### src/rtl/soc_system_pcp_0_cpu_0_div_cell.sv
// Iterative radix-2 restoring divider for the PCP Nios II core, one quotient bit per clock.
// Optional SOC_SYSTEM_DIV_ZERO_TRAP_EN adds M_div_zero and a short-circuit path for divisor 0.
module soc_system_pcp_0_cpu_0_div_cell #(
    parameter int unsigned DATA_W = 32
) (
    input  logic              clk,
    input  logic              reset,
    input  logic [DATA_W-1:0] M_div_src1,
    input  logic [DATA_W-1:0] M_div_src2,
    input  logic              M_div_signed,
    input  logic              M_div_start,
    output logic              M_div_busy,
    output logic              M_div_done,
    output logic [DATA_W-1:0] M_div_quotient,
    output logic [DATA_W-1:0] M_div_remainder
`ifdef SOC_SYSTEM_DIV_ZERO_TRAP_EN
    ,
    output logic              M_div_zero
`endif
);

    localparam int unsigned CNT_W = $clog2(DATA_W);

    typedef enum logic [1:0] {IDLE, PREP, ITER, FIX} state_t;

    state_t            state;
    logic [DATA_W-1:0] src1_q;
    logic [DATA_W-1:0] src2_q;
    logic              signed_q;
    logic [DATA_W-1:0] dvd;
    logic [DATA_W-1:0] dvs;
    logic [DATA_W-1:0] rem;
    logic              q_neg;
    logic              r_neg;
    logic [CNT_W-1:0]  cnt;
`ifdef SOC_SYSTEM_DIV_ZERO_TRAP_EN
    logic              zero_q;
`endif

    logic              src1_neg;
    logic              src2_neg;
    logic [DATA_W-1:0] src1_abs;
    logic [DATA_W-1:0] src2_abs;
    logic [DATA_W:0]   rem_shift;
    logic [DATA_W:0]   rem_diff;

    always_comb begin
        src1_neg  = signed_q & src1_q[DATA_W-1];
        src2_neg  = signed_q & src2_q[DATA_W-1];
        src1_abs  = src1_neg ? -src1_q : src1_q;
        src2_abs  = src2_neg ? -src2_q : src2_q;
        // One extra bit keeps the shifted partial remainder from overflowing before the compare.
        rem_shift = {rem, dvd[DATA_W-1]};
        rem_diff  = rem_shift - {1'b0, dvs};
    end

    always_ff @(posedge clk) begin
        if (reset) begin
            state           <= IDLE;
            src1_q          <= '0;
            src2_q          <= '0;
            signed_q        <= 1'b0;
            dvd             <= '0;
            dvs             <= '0;
            rem             <= '0;
            q_neg           <= 1'b0;
            r_neg           <= 1'b0;
            cnt             <= '0;
            M_div_busy      <= 1'b0;
            M_div_done      <= 1'b0;
            M_div_quotient  <= '0;
            M_div_remainder <= '0;
`ifdef SOC_SYSTEM_DIV_ZERO_TRAP_EN
            zero_q          <= 1'b0;
            M_div_zero      <= 1'b0;
`endif
        end else begin
            M_div_done <= 1'b0;
`ifdef SOC_SYSTEM_DIV_ZERO_TRAP_EN
            M_div_zero <= 1'b0;
`endif
            case (state)
                IDLE: begin
                    if (M_div_start) begin
                        src1_q     <= M_div_src1;
                        src2_q     <= M_div_src2;
                        signed_q   <= M_div_signed;
                        M_div_busy <= 1'b1;
                        state      <= PREP;
                    end
                end
                PREP: begin
                    dvd   <= src1_abs;
                    dvs   <= src2_abs;
                    q_neg <= src1_neg ^ src2_neg;
                    r_neg <= src1_neg;
                    rem   <= '0;
                    cnt   <= CNT_W'(DATA_W - 1);
`ifdef SOC_SYSTEM_DIV_ZERO_TRAP_EN
                    zero_q <= (src2_q == '0);
                    state  <= (src2_q == '0) ? FIX : ITER;
`else
                    state <= ITER;
`endif
                end
                ITER: begin
                    if (!rem_diff[DATA_W]) begin
                        rem <= rem_diff[DATA_W-1:0];
                        dvd <= {dvd[DATA_W-2:0], 1'b1};
                    end else begin
                        rem <= rem_shift[DATA_W-1:0];
                        dvd <= {dvd[DATA_W-2:0], 1'b0};
                    end
                    if (cnt == '0) begin
                        state <= FIX;
                    end else begin
                        cnt <= cnt - CNT_W'(1);
                    end
                end
                FIX: begin
`ifdef SOC_SYSTEM_DIV_ZERO_TRAP_EN
                    if (zero_q) begin
                        M_div_quotient  <= '1;
                        M_div_remainder <= src1_q;
                        M_div_zero      <= 1'b1;
                    end else begin
                        M_div_quotient  <= q_neg ? -dvd : dvd;
                        M_div_remainder <= r_neg ? -rem : rem;
                    end
                    zero_q <= 1'b0;
`else
                    M_div_quotient  <= q_neg ? -dvd : dvd;
                    M_div_remainder <= r_neg ? -rem : rem;
`endif
                    M_div_done <= 1'b1;
                    M_div_busy <= 1'b0;
                    state      <= IDLE;
                end
                default: state <= IDLE;
            endcase
        end
    end

endmodule

### config.mk
export PLATFORM = sky130hd
export DESIGN_NAME = soc_system_pcp_0_cpu_0_div_cell
export DESIGN_NICKNAME = d
export VERILOG_FILES = /design/src/rtl/soc_system_pcp_0_cpu_0_div_cell.sv
export SDC_FILE = /design/constraint.sdc
export NUM_CORES = 1
export LEC_CHECK = 0
export ABC_AREA = 1
export CAP_MARGIN = 25
export CORE_ASPECT_RATIO = 2
export CORE_UTILIZATION = 40
export DETAILED_ROUTE_END_ITERATION = 12
export PLACE_DENSITY = 0.57
export SETUP_SLACK_MARGIN = 0.2
export SLEW_MARGIN = 20
export SYNTH_ARGS = -nofsm -noshare
export SYNTH_HDL_FRONTEND = slang
export SYNTH_SLANG_ARGS = --single-unit
### constraint.sdc
create_clock -name clk -period 3.1 [get_ports clk]
set_clock_uncertainty 0.1 [all_clocks]
set_input_delay 0.465 -clock clk [delete_from_list [all_inputs] [get_ports clk]]
set_output_delay 0.465 -clock clk [all_outputs]
set_load 0.02 [all_outputs]
==> impl_metrics.toml <==
[outcome]
outcome = "complete, no violations"

[yosys]
ys_seq_area_frac = 0.317
synthTopCellsByArea = "dfxtp_1, nand2_1, inv_1, a21oi_1, o21ai_0"
syn_nets = 2515
postSynthAreaPerCell_um2 = 6.20
synth-seq-cells = 236
syn_area_um2 = 14900
synth_most_common_cell = "nand2_1"
synthCells = 2404
synthTopCellsByCount = "nand2_1, inv_1, a21oi_1"
async_flop_share = 0
synth_top_cell_by_area = "dfxtp_1"
synth_flop_cell = "dfxtp_1"
synth_edf_count = 0
yosysUniqueCellTypes = 44
yosys_warnings = 0
synth_top_area_share = 0.317

[cells_and_area]
layoutNonFillerInstCount = 2965
nets = 2604
num-fill-cells = 3925
post-route-util = 0.479
antennaDiodeCount = 0
drive_gt1_frac = 0.0486
area_delta_synth_final_pct = 17.7

[floorplanning]
design.core.area_um2 = 36700
rows = 99
start_util = 0.407
die_y_um = 275
die-area_um2 = 38100
ios = 134
die_w_um = 139

[setup_path]
worst_r2r_startpoint = "rem[12]$_SDFFE_PP0P_"
crit_start = "rem[12]$_SDFFE_PP0P_"
arrival_ps = 3010
crit_fanout = 20
r2r_end = "rem[17]$_SDFFE_PP0P_"
crit_type = "flip-flop to flip-flop"
max_stage_delay_ps = 620
crit_required_ps = 3400
worstPathCellList = "ha_1 > nand2_1 > nand2_1 > nand2_1 > nand2_1 > a21oi_2 > nand2_4 > nand2_4 > nand2_4 > nand2_2 > buf_4 > nand3_1 > nand3_1 > a21oi_1"
cp-end-kind = "flip-flop"
reg2regPathDepth = 14
crit_slowest_cell = "dfxtp_1"
crit_end = "rem[17]$_SDFFE_PP0P_"
cpMostUsedCell = "nand2_1"
r2r_setup_slack_ps = 400
cp-start-kind = "flip-flop"

[place]
gp_congestion = 1.07
dp_cells = 2920
dp_hpwl_um = 44000
port_buffers = 133

[power_and_ir_drop]
cellPowerDensity_nw_per_um2 = 998
p_leak_nw = 8.19
peakVddDrop_mv = 0.549

[cts]
worstSkewPairLatency_ps = 540
htreeDepth = 1
cts_setup_buffers = 0
cts_max_path_buffers = 3
cts_tree = "built"
cts_resized = 0
cts_sinks = 236
path_clk_slew_ps = 60
cts_hold_buf = 0
cts_inserted_buffers = 25
root_buffer = "clkbuf_16"

[global_route]
grt_max_degree = 114
grt_use_total = 0.292
grt_antenna_before_repair = 0
grt_pass1_vias = 15364
grt_pass1_wl_um = 84800
gr-total-overflow = 0

[sta]
setup_tns_ps = 0
tightest_slew_ps = 597
setup_viol = 0
fin_crit_sh = 0.873
finalMaxSlewViolations = 0
slew_headroom = 0.600
hold_viol = 0
timing.fmax_mhz = 370
fin_crit_ps = 2700
grt_setup_unrepaired = "false"

[drt]
firstDrtPassIters = 5
vias = 15599
wire_per_inst_um = 18.8
ant_nets = 0
drcViolationCount = 0
drt-initial-drc-count = 876
viasPerCell = 5.26
wirelength_um = 55700

[run]
max_cap_violations = 0

[hold_path]
hp-start = "reset"
hold_class = "input pin to flip-flop"
whs_path_depth = 4
[kinds of logic (layout without fill, tap and decap cells)]
logic type                 after synthesis  count (layout)  synth area share
AOI/OAI and AO/OA                      524             524             0.188
xor gates and xnor gates                57              57            0.0335
and+or+nand+nor                       1074            1074             0.304
buffers and inverters                  470             577             0.122
adders and majority gates               43              43            0.0366
DFF                                    236             236             0.317
[where the power goes]
part | switching, mW | leakage [nW] | internal (mW) | total [mW]
clock network | 1.29 | 0.414 | 1.82 | 3.10
logic | 6.80 | 5.84 | 3.09 | 9.90
registers | 0.707 | 1.93 | 3.81 | 4.52
[worst min-delay path by stage]
stage / end / slack, ps
5_1_grt: M_div_quotient[19]$_SDFFE_PP0P_ / 190
4_1_cts: M_div_quotient[31]$_SDFFE_PP0P_ / 170
2_1_floorplan: dvs[31]$_SDFFE_PP0P_ / 350
6_report: M_div_quotient[19]$_SDFFE_PP0P_ / 190
3_5_place_dp: dvs[15]$_SDFFE_PP0P_ / 370
3_3_place_gp: M_div_quotient[7]$_SDFFE_PP0P_ / 360
[final cells by class]
type | instances | area, µm² | area share
multi-input combinational | 1698 | 8410 | 0.479
sequential | 236 | 4730 | 0.269
timing repair buffer | 166 | 1640 | 0.0936
inverter | 366 | 1380 | 0.0783
clock buffer | 38 | 744 | 0.0424
tap | 454 | 568 | 0.0324
clock inverter | 7 | 88.8 | 0.00506
[per-stage QoR]
stage                     power, mW  cell area, µm²  hold slack (ps)  setup slack (ps)
after floorplan                11.1           14900              345               841
after global placement         14.3           16700              365               288
after detailed placement       14.3           16700              368               318
after CTS                      17.5           17500              167               285
after global routing           18.9           17600              193               246
final                          17.5           17600              187               395
[worst max-delay path: cells and delay by family, from the launching register on]
kind | cells | cell delay, ps
buf+inv | 1 | 260
compound gates | 2 | 270
fa+ha+maj | 1 | 380
simple gates | 10 | 930
flops | 1 | 620
[state kept, by name (all words and copies together), names as in the netlist, 2 cells and up]
register / flops
M_div_quotient: 32
cnt: 5
state: 2
dvd: 32
M_div_remainder: 32
dvs: 32
rem: 32
src2_q: 32
src1_q: 32
[routing by layer]
| metal | GRT usage | vias up | share of wire |
|---|---|---|---|
| met5 | 0 | - | 0 |
| met4 | 0.258 | 0 | 0.095 |
| met3 | 0.0228 | 175 | 0.029 |
| met2 | 0.591 | 416 | 0.55 |
| met1 | 0.257 | 7099 | 0.32 |
| li1 | - | 7909 | - |
[cell usage in the layout (no fill, tap or decap), types with 11 or more instances in the layout]
| cell type | count |
|---|---|
| o211ai_1 | 27 |
| nor2_1 | 230 |
| a21oi_1 | 259 |
| inv_2 | 11 |
| xor2_1 | 48 |
| o21ai_0 | 193 |
| buf_4 | 28 |
| o221ai_1 | 13 |
| nand2_1 | 577 |
| clkdlybuf4s50_1 | 132 |
| inv_1 | 352 |
| nand4_1 | 18 |
| ha_1 | 41 |
| nand3b_1 | 15 |
| nor3_1 | 33 |
| dfxtp_1 | 234 |
| clkbuf_16 | 25 |
| nand3_1 | 161 |
No activity file was read; power rests on OpenSTA's default activity.
==> RTL change: new RTL, same flow settings <==
The parameter `DATA_W` goes from 32 to 16.
--- a/src/rtl/soc_system_pcp_0_cpu_0_div_cell.sv
+++ b/src/rtl/soc_system_pcp_0_cpu_0_div_cell.sv
@@ -3,3 +3,3 @@
 module soc_system_pcp_0_cpu_0_div_cell #(
-    parameter int unsigned DATA_W = 32
+    parameter int unsigned DATA_W = 16
 ) (
Interface: changed (resized M_div_quotient, M_div_remainder, M_div_src1 and M_div_src2); port bits go from 134 to 70. No check against the original RTL was run, so the function may have changed too.
==> RTL change against the original RTL <==
  * Cell area is 51% lower
  * Largest cell class unchanged
  * Routed wire length fell by 61%
  * Power is 45% lower
  * Final cell count shrank 53%
  * Largest power group unchanged
  * Worst setup slack gained 0.33 ns
  * Sequential cell count shrank 113
  * Area after synthesis down 51%
==> RTL change: results (changes against the original RTL) <==
Routing
  – Initial DRC count: 323 (-63%)
  – Drt total wl: 21,700 microns (-61%)

Outcome
  – Status: complete, no violations

Logic synthesis
  – Cells after Synth: 1,098 (-54%)
  – Synth cell types: 42 (-4.5%)
  – Synth cell count leaders: 252 x nand2_1, 154 x inv_1, 123 x dfxtp_1, 115 x a21oi_1, 97 x o21ai_0
  – Register area share after synthesis: 34.0% (+2.3 points)
  – Largest cells by area after synthesis: dfxtp_1 34%, nand2_1 13%, inv_1 8.0%

Critical path
  – Slowest-stage cell, CP: fa_1
  – Worst Path Arrival: 2.57 ns (-0.44 ns)

Placed design
  – Cells after DPL: 1,349 (-54%)
  – GP Congestion: 0.957 (-10%)

Clock network
  – TritonCTS buffer count: 17 (-32%)
  – CTS HTree Levels: 4 (+3)
  – Worst-skew pair later-pin latency: 0.43 ns (-0.11 ns)

Pwr
  – VDD IR max: 0.000511 V (-7.0%)
  – Clock group power: 1.90 mW (-39%)
  – Switch Pwr: 4.65 mW (-47%)
  – P_int: 4.90 mW (-44%)
  – Leakage: 3.86 nW (-53%)

Cells and area
  – Share of cells above drive strength 1: 5.91% (+1.0 points)
  – Clock buffer cells: 17 (-55%)
  – Bufs w/o clock: 79 (-52%)
  – Area Overhead vs Synth: 19.9%
  – Count of non-CTS inverters in the layout: 160 (-56%)
  – NumNets Final: 1,217 (-53%)
  – Num sequential: 123 (-48%)
  – Seq/total area: 28.4% (+1.4 points)
  – Fill cells: 1,850 (-53%)
  – Multi-input gates: 774 (-54%)

Worst hold path
  – Hold wc startpoint: dvd[8]$_SDFFE_PP0P_
  – HP Class: register to register

Global route
  – Largest net degree at the start of global routing: 58 (-49%)
  – Global-route wire length before repair: 34,700 microns (-59%)
[RTL change: cell types whose count changed after synthesis, moves of 21 or more]
cell | unedited run | this run
dfxtp_1 | 236 | 123
nand2_1 | 578 | 252
clkbuf_1 | 81 | 36
o21ai_0 | 193 | 97
nor3_1 | 34 | 11
o211ai_1 | 27 | 6
a21oi_1 | 259 | 115
nand3_1 | 161 | 75
nor2_1 | 230 | 90
inv_1 | 355 | 154
[RTL change: worst max-delay path, delay by kind of cell (launching register included)]
kind                     cells  cell delay (ns)
AO/OA/AOI/OAI                1             0.08
adder cells (fa/ha/maj)      2             0.64
buffers and inverters        2             0.19
flip-flops                   1             0.34
AND/OR/NAND/NOR             10             0.89
[RTL change: cells by family (layout without fill, tap and decap cells)]
group | after synthesis | after routing | share of synthesized area (%)
AND/OR/NAND/NOR | 468 | 468 | 28.4
AO/OA/AOI/OAI | 248 | 248 | 18.5
buffers and inverters | 201 | 271 | 10.6
flip-flops | 123 | 123 | 34.0
XOR/XNOR | 32 | 32 | 3.87
adder cells (fa/ha/maj) | 26 | 26 | 4.60
[RTL change: worst paths after layout]
path | cells after the start | endpoint | slack [ns]
worst min register to register | 2 | dvd[8]$_SDFFE_PP0P_ | 0.36
worst min-delay path | 2 | dvd[8]$_SDFFE_PP0P_ | 0.36
worst max-delay path | 15 | rem[2]$_SDFFE_PP0P_ | 0.72
worst max register to register | 15 | rem[2]$_SDFFE_PP0P_ | 0.72
[RTL change: per-layer routing]
layer / up-vias / track usage, % / routed length [microns]
li1: 3677 / - / -
met1: 3215 / 22.6 / 7540
met2: 150 / 48.0 / 12300
met3: 54 / 2.68 / 508
met4: 0 / 16.5 / 1310
met5: - / 0 / 0
